`src/rtl/regfile_write_arbiter.sv`:
```
// Shares the register file write port between pipeline WB (0-cycle, priority) and a buffered long-latency unit
// (>=1 cycle, lu_ready_o = !full); a busy-bit scoreboard raises decode hazards and a starvation counter forces drain slots.
module regfile_write_arbiter #(
   parameter int address_width = 5,
   parameter int register_size = 32,
   parameter int fifo_depth    = 2,
   parameter int starve_limit  = 8
) (
   input  logic                     clk,
   input  logic                     reset_n,
   input  logic                     wb_we_i,
   input  logic [address_width-1:0] wb_addr_i,
   input  logic [register_size-1:0] wb_data_i,
   input  logic                     lu_valid_i,
   input  logic [address_width-1:0] lu_addr_i,
   input  logic [register_size-1:0] lu_data_i,
   output logic                     lu_ready_o,
   input  logic                     issue_i,
   input  logic [address_width-1:0] issue_addr_i,
   input  logic [address_width-1:0] rs1_addr_i,
   input  logic [address_width-1:0] rs2_addr_i,
   input  logic [address_width-1:0] rd_addr_i,
   output logic                     hazard_o,
   output logic                     wb_stall_o,
   output logic                     rf_we_o,
   output logic [address_width-1:0] rf_addr_o,
   output logic [register_size-1:0] rf_data_o
);

   localparam int num_regs = 2**address_width;
   localparam int ptr_w    = (fifo_depth > 1) ? $clog2(fifo_depth) : 1;
   localparam int cnt_w    = $clog2(fifo_depth + 1);
   localparam int starve_w = $clog2(starve_limit + 1);

   logic [address_width-1:0] fifo_addr [fifo_depth];
   logic [register_size-1:0] fifo_data [fifo_depth];
   logic [ptr_w-1:0]         rd_ptr;
   logic [ptr_w-1:0]         wr_ptr;
   logic [cnt_w-1:0]         count;
   logic [num_regs-1:0]      busy;
   logic [num_regs-1:0]      busy_next;
   logic [starve_w-1:0]      starve_cnt;

   logic                     fifo_empty;
   logic                     fifo_full;
   logic                     push;
   logic                     pop;
   logic                     wb_eff;
   logic                     blocked;
   logic [address_width-1:0] head_addr;
   logic [register_size-1:0] head_data;

   assign fifo_empty = (count == '0);
   assign fifo_full  = (count == cnt_w'(fifo_depth));
   assign head_addr  = fifo_addr[rd_ptr];
   assign head_data  = fifo_data[rd_ptr];
   assign wb_eff     = wb_we_i && (wb_addr_i != '0);

   // A forced drain slot overrides WB; otherwise WB wins and the FIFO takes idle slots.
   assign pop        = !fifo_empty && (wb_stall_o || !wb_eff);
   assign push       = lu_valid_i && !fifo_full;
   assign blocked    = !fifo_empty && !pop;
   assign lu_ready_o = !fifo_full;

   always_comb begin
      rf_we_o   = 1'b0;
      rf_addr_o = wb_addr_i;
      rf_data_o = wb_data_i;
      if (pop) begin
         rf_we_o   = (head_addr != '0);
         rf_addr_o = head_addr;
         rf_data_o = head_data;
      end else if (!wb_stall_o) begin
         rf_we_o   = wb_eff;
      end
   end

   // Set after clear so a same-cycle reissue of the drained register stays busy.
   always_comb begin
      busy_next = busy;
      if (pop && head_addr != '0)
         busy_next[head_addr] = 1'b0;
      if (issue_i && issue_addr_i != '0)
         busy_next[issue_addr_i] = 1'b1;
      busy_next[0] = 1'b0;
   end

   assign hazard_o = busy[rs1_addr_i] | busy[rs2_addr_i] | busy[rd_addr_i];

   always_ff @(posedge clk) begin
      if (push) begin
         fifo_addr[wr_ptr] <= lu_addr_i;
         fifo_data[wr_ptr] <= lu_data_i;
      end
   end

   always_ff @(posedge clk or negedge reset_n) begin
      if (!reset_n) begin
         rd_ptr     <= '0;
         wr_ptr     <= '0;
         count      <= '0;
         busy       <= '0;
         starve_cnt <= '0;
         wb_stall_o <= 1'b0;
      end else begin
         if (push)
            wr_ptr <= (wr_ptr == ptr_w'(fifo_depth - 1)) ? '0 : wr_ptr + ptr_w'(1);
         if (pop)
            rd_ptr <= (rd_ptr == ptr_w'(fifo_depth - 1)) ? '0 : rd_ptr + ptr_w'(1);
         case ({push, pop})
            2'b10:   count <= count + cnt_w'(1);
            2'b01:   count <= count - cnt_w'(1);
            default: count <= count;
         endcase
         busy <= busy_next;

         wb_stall_o <= 1'b0;
         if (!blocked) begin
            starve_cnt <= '0;
         end else if (starve_cnt == starve_w'(starve_limit - 1)) begin
            starve_cnt <= '0;
            wb_stall_o <= 1'b1;
         end else begin
            starve_cnt <= starve_cnt + starve_w'(1);
         end
      end
   end

endmodule

```
`config.mk`:
```
export PLATFORM = sky130hd
export DESIGN_NAME = regfile_write_arbiter
export DESIGN_NICKNAME = d
export VERILOG_FILES = /design/src/rtl/regfile_write_arbiter.sv
export SDC_FILE = /design/constraint.sdc
export NUM_CORES = 1
export LEC_CHECK = 0
export ABC_AREA = 1
export CAP_MARGIN = 25
export CORE_MARGIN = 5
export CORE_UTILIZATION = 54
export DETAILED_ROUTE_END_ITERATION = 6
export PLACE_DENSITY = 0.86
export REMOVE_ABC_BUFFERS = 1
export SLEW_MARGIN = 20
export SYNTH_ARGS = -nofsm -noshare
export SYNTH_HDL_FRONTEND = slang
export SYNTH_SLANG_ARGS = --single-unit
```
`constraint.sdc`:
```
create_clock -name clk -period 6.86 [get_ports clk]
set_clock_uncertainty 0.1 [all_clocks]
set_input_delay 2.058 -clock clk [delete_from_list [all_inputs] [get_ports clk]]
set_output_delay 2.058 -clock clk [all_outputs]
set_load 0.01 [all_outputs]
```
==> results of run 1 <==
## where the power goes
group / internal, W / total [W] / switching [W]
Clock: 0.000503 / 0.000792 / 0.000289
Combinational: 0.000465 / 0.00120 / 0.000736
Sequential: 0.000961 / 0.00111 / 0.000154
## placed cells by master, fill, tap and decap left out, types with 4 or more instances in the layout
cell type	netlist	layout
a31oi_1	33	33
nor3_1	15	15
edfxtp_1	74	74
clkdlybuf4s50_1	0	138
clkinv_2	0	4
nand3_1	86	86
nor2_1	54	52
nand2_1	271	271
clkbuf_8	0	4
buf_4	2	7
inv_2	5	5
o21ai_0	21	21
o21ai_1	9	9
clkbuf_1	14	5
inv_1	53	53
clkbuf_16	0	16
dfrtp_1	40	40
## stage by stage
stage	area [µm²]	hold slack [ps]	std cells
final	7950	384	1007
after global routing	7950	406	1007
after CTS	7910	386	1005
after detailed placement	7380	375	973
after global placement	7380	359	973
after floorplan	5730	342	686
## worst max path at each step
| stage | endpoint | slack [ps] | cells after the start |
|---|---|---|---|
| 2_1_floorplan | rf_data_o[0] | 1200 | 7 |
| 4_1_cts | rf_data_o[4] | 410 | 10 |
| 3_3_place_gp | rf_data_o[3] | 460 | 10 |
| 6_report | rf_data_o[8] | 320 | 10 |
| 5_1_grt | rf_data_o[13] | 200 | 10 |
| 3_5_place_dp | rf_data_o[11] | 460 | 10 |
## worst max-delay path, cell delays in order
cell and delay, ps:
clkdlybuf4s50_1 420, nor2_1 210, nand3_1 120, nand3_1 100, nand2_1 80, inv_2 70
buf_12 260, nor2_1 110, a31oi_1 280, clkdlybuf4s50_1 610
## routing by layer
metal  vias up  routed length, µm  global-route usage [%]
met5         -                  0                       0
met4         0                782                    13.9
met3        77               1710                    7.56
met2       340               9720                    50.3
met1      2754               6840                    34.1
li1       2649                  -                       -
## logic make-up after synthesis
group	count (synthesis)
xor gates and xnor gates	4
AOI/OAI and AO/OA	70
adders and majority gates	2
and+or+nand+nor	438
DFF	114
buffers and inverters	85
## flip-flops by register name, indices dropped and copies added, names as in the netlist
signal / count
rd_ptr: 1
fifo_data: 64
wb_stall_o: 1
wr_ptr: 1
busy: 31
starve_cnt: 4
count: 2
fifo_addr: 10
## final cells by class
cell class	count	area share [%]
multi-input cells	514	29.0
well taps	140	2.20
repair buffers	149	18.9
clock buffers	25	5.97
flip-flops and latches	114	40.5
clock inverters	7	0.724
inverters	58	2.74
==> results.py, run 1 <==
metrics = {
    "outcome": {
        "status": "complete, no violations",
    },
    "setup_path": {
        "r2r_setup_slack_ps": 4270,
        "cp-start-kind": "input pin",
        "cp_max_fo": 73,
        "endpoint_kind": "output port",
        "critPathLaunch": "wb_addr_i[3]",
        "worstPathRequired_ps": 4700,
        "reg2reg_from": "rd_ptr",
        "rr_worst_depth": 9,
        "timing.rr.end": "busy[18]",
        "worstSetupPathType": "input pin to output port",
        "cp.arrival_ps": 4380,
    },
    "yosys": {
        "synth_top_cell_area_share_pct": 38.0,
        "synthTopCellsByArea": "edfxtp_1 38%, nand2_1 17%, dfrtp_1 17%",
        "synthAdderAreaFrac_pct": 0.428,
        "synthArstFlopShare_pct": 35.1,
        "synth_area_leader_cell": "edfxtp_1",
        "syn_area_um2": 5850,
        "avgSynthCellArea_um2": 8.20,
        "synthMuxAreaShare_pct": 0,
        "synth_top_family_by_area": "simple AND/OR/NAND/NOR gates",
        "synth_flop_cell": "edfxtp_1",
        "synth_cells": 713,
        "ys_seq_area_share_pct": 55.1,
        "synth_commonest_cells": "271 x nand2_1, 86 x nand3_1, 74 x edfxtp_1, 54 x nor2_1, 53 x inv_1",
        "synth_xor_xnor_area_share_pct": 0.599,
        "yosysWarnings": 0,
        "synth_edf_count": 74,
        "synth-seq-cells": 114,
        "synth_compound_area_share_pct": 6.93,
        "yosysMostFrequentCell": "nand2_1",
        "synthSimpleGateAreaFrac_pct": 31.1,
        "ys_types": 29,
    },
    "floorplanning": {
        "num_rows": 38,
        "dieArea_um2": 13000,
        "die_h_um": 114,
        "die_x_um": 114,
        "initial_core_util_pct": 54.4,
        "fp.coreArea_um2": 10700,
        "ios": 140,
    },
    "finish": {
        "multi_input_area_um2": 2300,
        "fin_util_pct": 74.0,
        "final_nets": 955,
        "regArea_um2": 3220,
        "fillers": 765,
        "drive_gt1_share_pct": 6.11,
        "areaGrowthSynthToFinish_pct": 35.9,
        "antennaDiodeCount": 0,
    },
    "timing": {
        "worst_pin_slew_ps": 1060,
        "grt_setup_unrepaired": "no",
        "timing.fmax_mhz": 153,
        "tns_ps": 0,
        "fin_ws_ps": 317,
        "fin_crit_sh_pct": 95.4,
        "finalHoldViolCount": 0,
        "slew_viol_final": 0,
        "setup_viol": 0,
        "fin_crit_ps": 6540,
        "slew_headroom_pct": 28.7,
    },
    "clock_network": {
        "cts_buffer_depth": 2,
        "cts.sinks": 114,
        "clkSlewWorstSetupHoldPaths_ps": 50,
        "cts_setup_buffers": 0,
        "cts_tree": "done",
        "ctsHoldBuffers": 0,
        "cts_repair_resize_count": 0,
        "htreeDepth": 4,
        "cts-buffers-inserted": 17,
        "insertion_delay_ps": 510,
        "cts_root_buf": "clkbuf_8",
    },
    "global_routing": {
        "grt_overflow": 0,
        "grt_max_degree": 74,
        "grt_pass1_wl_um": 29500,
        "grt_pass1_vias": 5884,
        "grt_use_total_pct": 29.2,
        "antenna_found_initial": 0,
    },
    "power_and_ir_drop": {
        "peakVddDrop_v": 0.000262,
        "powerDensity_nw_per_um2": 391,
        "finalPower_w": 0.00311,
        "p_leak_nw": 3.36,
    },
    "detailed_routing": {
        "drt-total-wl_um": 19100,
        "vias_per_cell": 5.78,
        "vias": 5820,
        "drtPass1Iterations": 5,
        "drc": 0,
        "drtAntennaViolNets": 0,
        "first_iter_violations": 613,
        "wl_per_cell_um": 18.9,
    },
    "hold_path": {
        "hold_class": "register to register",
        "min_to": "starve_cnt[0]",
        "hold_depth": 1,
        "min_from": "starve_cnt[0]",
    },
    "job": {
        "cap_violations": 0,
    },
    "placed_design": {
        "routabilityCongestion": 0.997,
        "numPortBuffers": 139,
        "place_ws_ps": 462,
        "hpwl_um": 13000,
    },
}
(Power assumes the default switching activity.)
==> run 2, diff against run 1 <==
--- a/config.mk
+++ b/config.mk
@@ -9,9 +9,11 @@
 export CAP_MARGIN = 25
 export CORE_MARGIN = 5
 export CORE_UTILIZATION = 54
+export CTS_CLUSTER_SIZE = 8
 export DETAILED_ROUTE_END_ITERATION = 6
 export PLACE_DENSITY = 0.86
 export REMOVE_ABC_BUFFERS = 1
+export SETUP_SLACK_MARGIN = 0.1
 export SLEW_MARGIN = 20
 export SYNTH_ARGS = -nofsm -noshare
 export SYNTH_HDL_FRONTEND = slang
==> results of run 2 <==
Final layout, timing and power as in run 1 (identical DEF).
==> run 3, diff against run 2 <==
--- a/config.mk
+++ b/config.mk
@@ -8,10 +8,10 @@
 export ABC_AREA = 1
 export CAP_MARGIN = 25
 export CORE_MARGIN = 5
-export CORE_UTILIZATION = 54
+export CORE_UTILIZATION = 30
 export CTS_CLUSTER_SIZE = 8
 export DETAILED_ROUTE_END_ITERATION = 6
-export PLACE_DENSITY = 0.86
+export PLACE_DENSITY = 0.53
 export REMOVE_ABC_BUFFERS = 1
 export SETUP_SLACK_MARGIN = 0.1
 export SLEW_MARGIN = 20
==> constraint.sdc (replaced) <==
create_clock -name clk -period 7.2 [get_ports clk]
set_clock_uncertainty 0.1 [all_clocks]
set_input_delay 2.16 -clock clk [delete_from_list [all_inputs] [get_ports clk]]
set_output_delay 2.16 -clock clk [all_outputs]
set_load 0.01 [all_outputs]
==> results.py, run 3 (synthesis gave the netlist of run 1 again) <==
metrics = {
    "outcome": {
        "status": "complete, no violations",
    },
    "timing": {
        "finalHoldViolCount": 0,
        "worst_pin_slew_ps": 1050,
        "grt_setup_unrepaired": "no",
        "slew_viol_final": 0,
        "slew_headroom_pct": 29.4,
        "tns_ps": 0,
        "fin_crit_ps": 6580,
        "timing.fmax_mhz": 152,
        "setup_viol": 0,
        "fin_crit_sh_pct": 91.4,
    },
    "setup_path": {
        "cp.arrival_ps": 4320,
        "timing.rr.end": "busy[17]",
        "rr_worst_depth": 7,
        "critPathLaunch": "wb_addr_i[3]",
        "crit_chain": "clkdlybuf4s50_1 > nor2_1 > nand3_1 > nand3_1 > nand2_1 > inv_2 > buf_4 > nor2_1 > a31oi_1 > clkdlybuf4s50_1",
        "cp-start-kind": "input pin",
        "worstPathRequired_ps": 4940,
        "endpoint_kind": "output port",
        "cp_max_fo": 39,
        "r2r_setup_slack_ps": 5000,
        "reg2reg_from": "rd_ptr",
        "critical_path_depth": 10,
        "critPathBufInv": 4,
        "crit_path_top_delay_cell": "clkdlybuf4s50_1",
        "cp_top_family": "buffers and inverters",
        "crit_path_max_incr_delay_ps": 590,
        "endpoint": "rf_data_o[9]",
        "worstSetupPathType": "input pin to output port",
    },
    "clock_network": {
        "clkSlewWorstSetupHoldPaths_ps": 50,
        "cts.sinks": 114,
        "cts_setup_buffers": 0,
        "cts_buffer_depth": 2,
        "cts_root_buf": "clkbuf_16",
        "cts_repair_resize_count": 0,
        "cts_tree": "done",
        "ctsHoldBuffers": 0,
        "htreeDepth": 4,
        "insertion_delay_ps": 400,
        "cts-buffers-inserted": 17,
    },
    "global_routing": {
        "grt_use_total_pct": 16.2,
        "grt_pass1_vias": 5359,
        "grt_pass1_wl_um": 28500,
        "antenna_found_initial": 1,
        "grt_max_degree": 41,
        "grt_overflow": 0,
    },
    "finish": {
        "drive_gt1_share_pct": 7.02,
        "largest_registers": "fifo_data x64, busy x31, fifo_addr x10",
        "largest_reg_flops": 64,
        "fin_cells": 1134,
        "final_nets": 957,
        "fin_util_pct": 42.1,
        "layout_commonest_cell": "nand2_1",
        "mostFrequentLayoutCells": "271 x nand2_1, 138 x clkdlybuf4s50_1, 86 x nand3_1",
        "largest_register": "fifo_data",
        "areaGrowthSynthToFinish_pct": 39.3,
        "antennaDiodeCount": 0,
    },
    "placed_design": {
        "routabilityCongestion": 0.827,
        "post-place-cells": 1100,
        "numPortBuffers": 139,
        "hpwl_um": 13000,
    },
    "detailed_routing": {
        "drtPass1Iterations": 4,
        "drtAntennaViolNets": 0,
        "first_iter_violations": 315,
        "vias": 5316,
        "drc": 0,
        "wl_per_cell_um": 15.5,
        "vias_per_cell": 4.69,
        "drt-total-wl_um": 17600,
    },
    "power_and_ir_drop": {
        "powerDensity_nw_per_um2": 364,
        "swShare_pct": 37.4,
        "clock_power_share_pct": 27.5,
        "seqPwrFrac_pct": 35.8,
        "share_comb_of_total_power_pct": 36.7,
        "intPower_w": 0.00186,
        "finalPower_w": 0.00296,
        "p_switching_w": 0.00111,
        "p_leak_nw": 3.37,
        "peakVddDrop_v": 0.000152,
    },
    "floorplanning": {
        "ios": 140,
        "dieArea_um2": 22400,
        "num_rows": 51,
        "initial_core_util_pct": 30.3,
        "fp.coreArea_um2": 19300,
        "die_x_um": 150,
        "die_h_um": 150,
    },
    "hold_path": {
        "hold_class": "register to register",
    },
    "job": {
        "cap_violations": 0,
    },
}
## run 3: power by group through the flow
| stage | sequential [W] | combinational [W] | clock (W) |
|---|---|---|---|
| 2_1_floorplan | 0.00104 | 0.000607 | 0 |
| 3_3_place_gp | 0.00107 | 0.00110 | 0 |
| 3_5_place_dp | 0.00107 | 0.00109 | 0 |
| 4_1_cts | 0.00106 | 0.00110 | 0.000831 |
| 5_1_grt | 0.00108 | 0.00123 | 0.000861 |
| 6_report | 0.00106 | 0.00109 | 0.000815 |
## run 3: worst register-to-register path, delay by kind of cell, from the launching register on
| kind | cells | cell delay [ps] |
|---|---|---|
| and+or+nand+nor | 4 | 700 |
| buffers and inverters | 1 | 520 |
| DFF | 1 | 380 |
| AOI/OAI and AO/OA | 2 | 360 |
## run 3: how the worst min path moves through the flow
stage | end | depth (start not counted) | from
after global routing | starve_cnt[0] | 1 | starve_cnt[0]
after detailed placement | starve_cnt[0] | 1 | starve_cnt[0]
after floorplan | busy[2] | 2 | busy[2]
after global placement | busy[7] | 2 | busy[7]
after CTS | starve_cnt[0] | 1 | starve_cnt[0]
final | starve_cnt[0] | 1 | starve_cnt[0]
## run 3: layer usage
layer  global-route usage, %  part of all wire [%]
met4                    5.26                   1.6
met3                    6.24                   9.3
met2                    25.5                    45
met1                    20.7                    44
met5                       0                 0.074
## run 3: cell type report
type | count | area, µm²
clock buffers | 17 | 425
clock inverters | 15 | 159
fillers | 1936 | 11200
inverters | 58 | 218
multi-input cells | 514 | 2300
flip-flops and latches | 114 | 3220
well taps | 265 | 332
repair buffers | 151 | 1490
## run 3: through the flow
stage	instance area (µm²)	worst slack (ps)	hold WS, ps
finish	8150	617	370
global route	8150	360	403
CTS	8120	560	372
detailed placement	7540	565	363
global placement	7540	553	364
floorplan	5730	1330	342
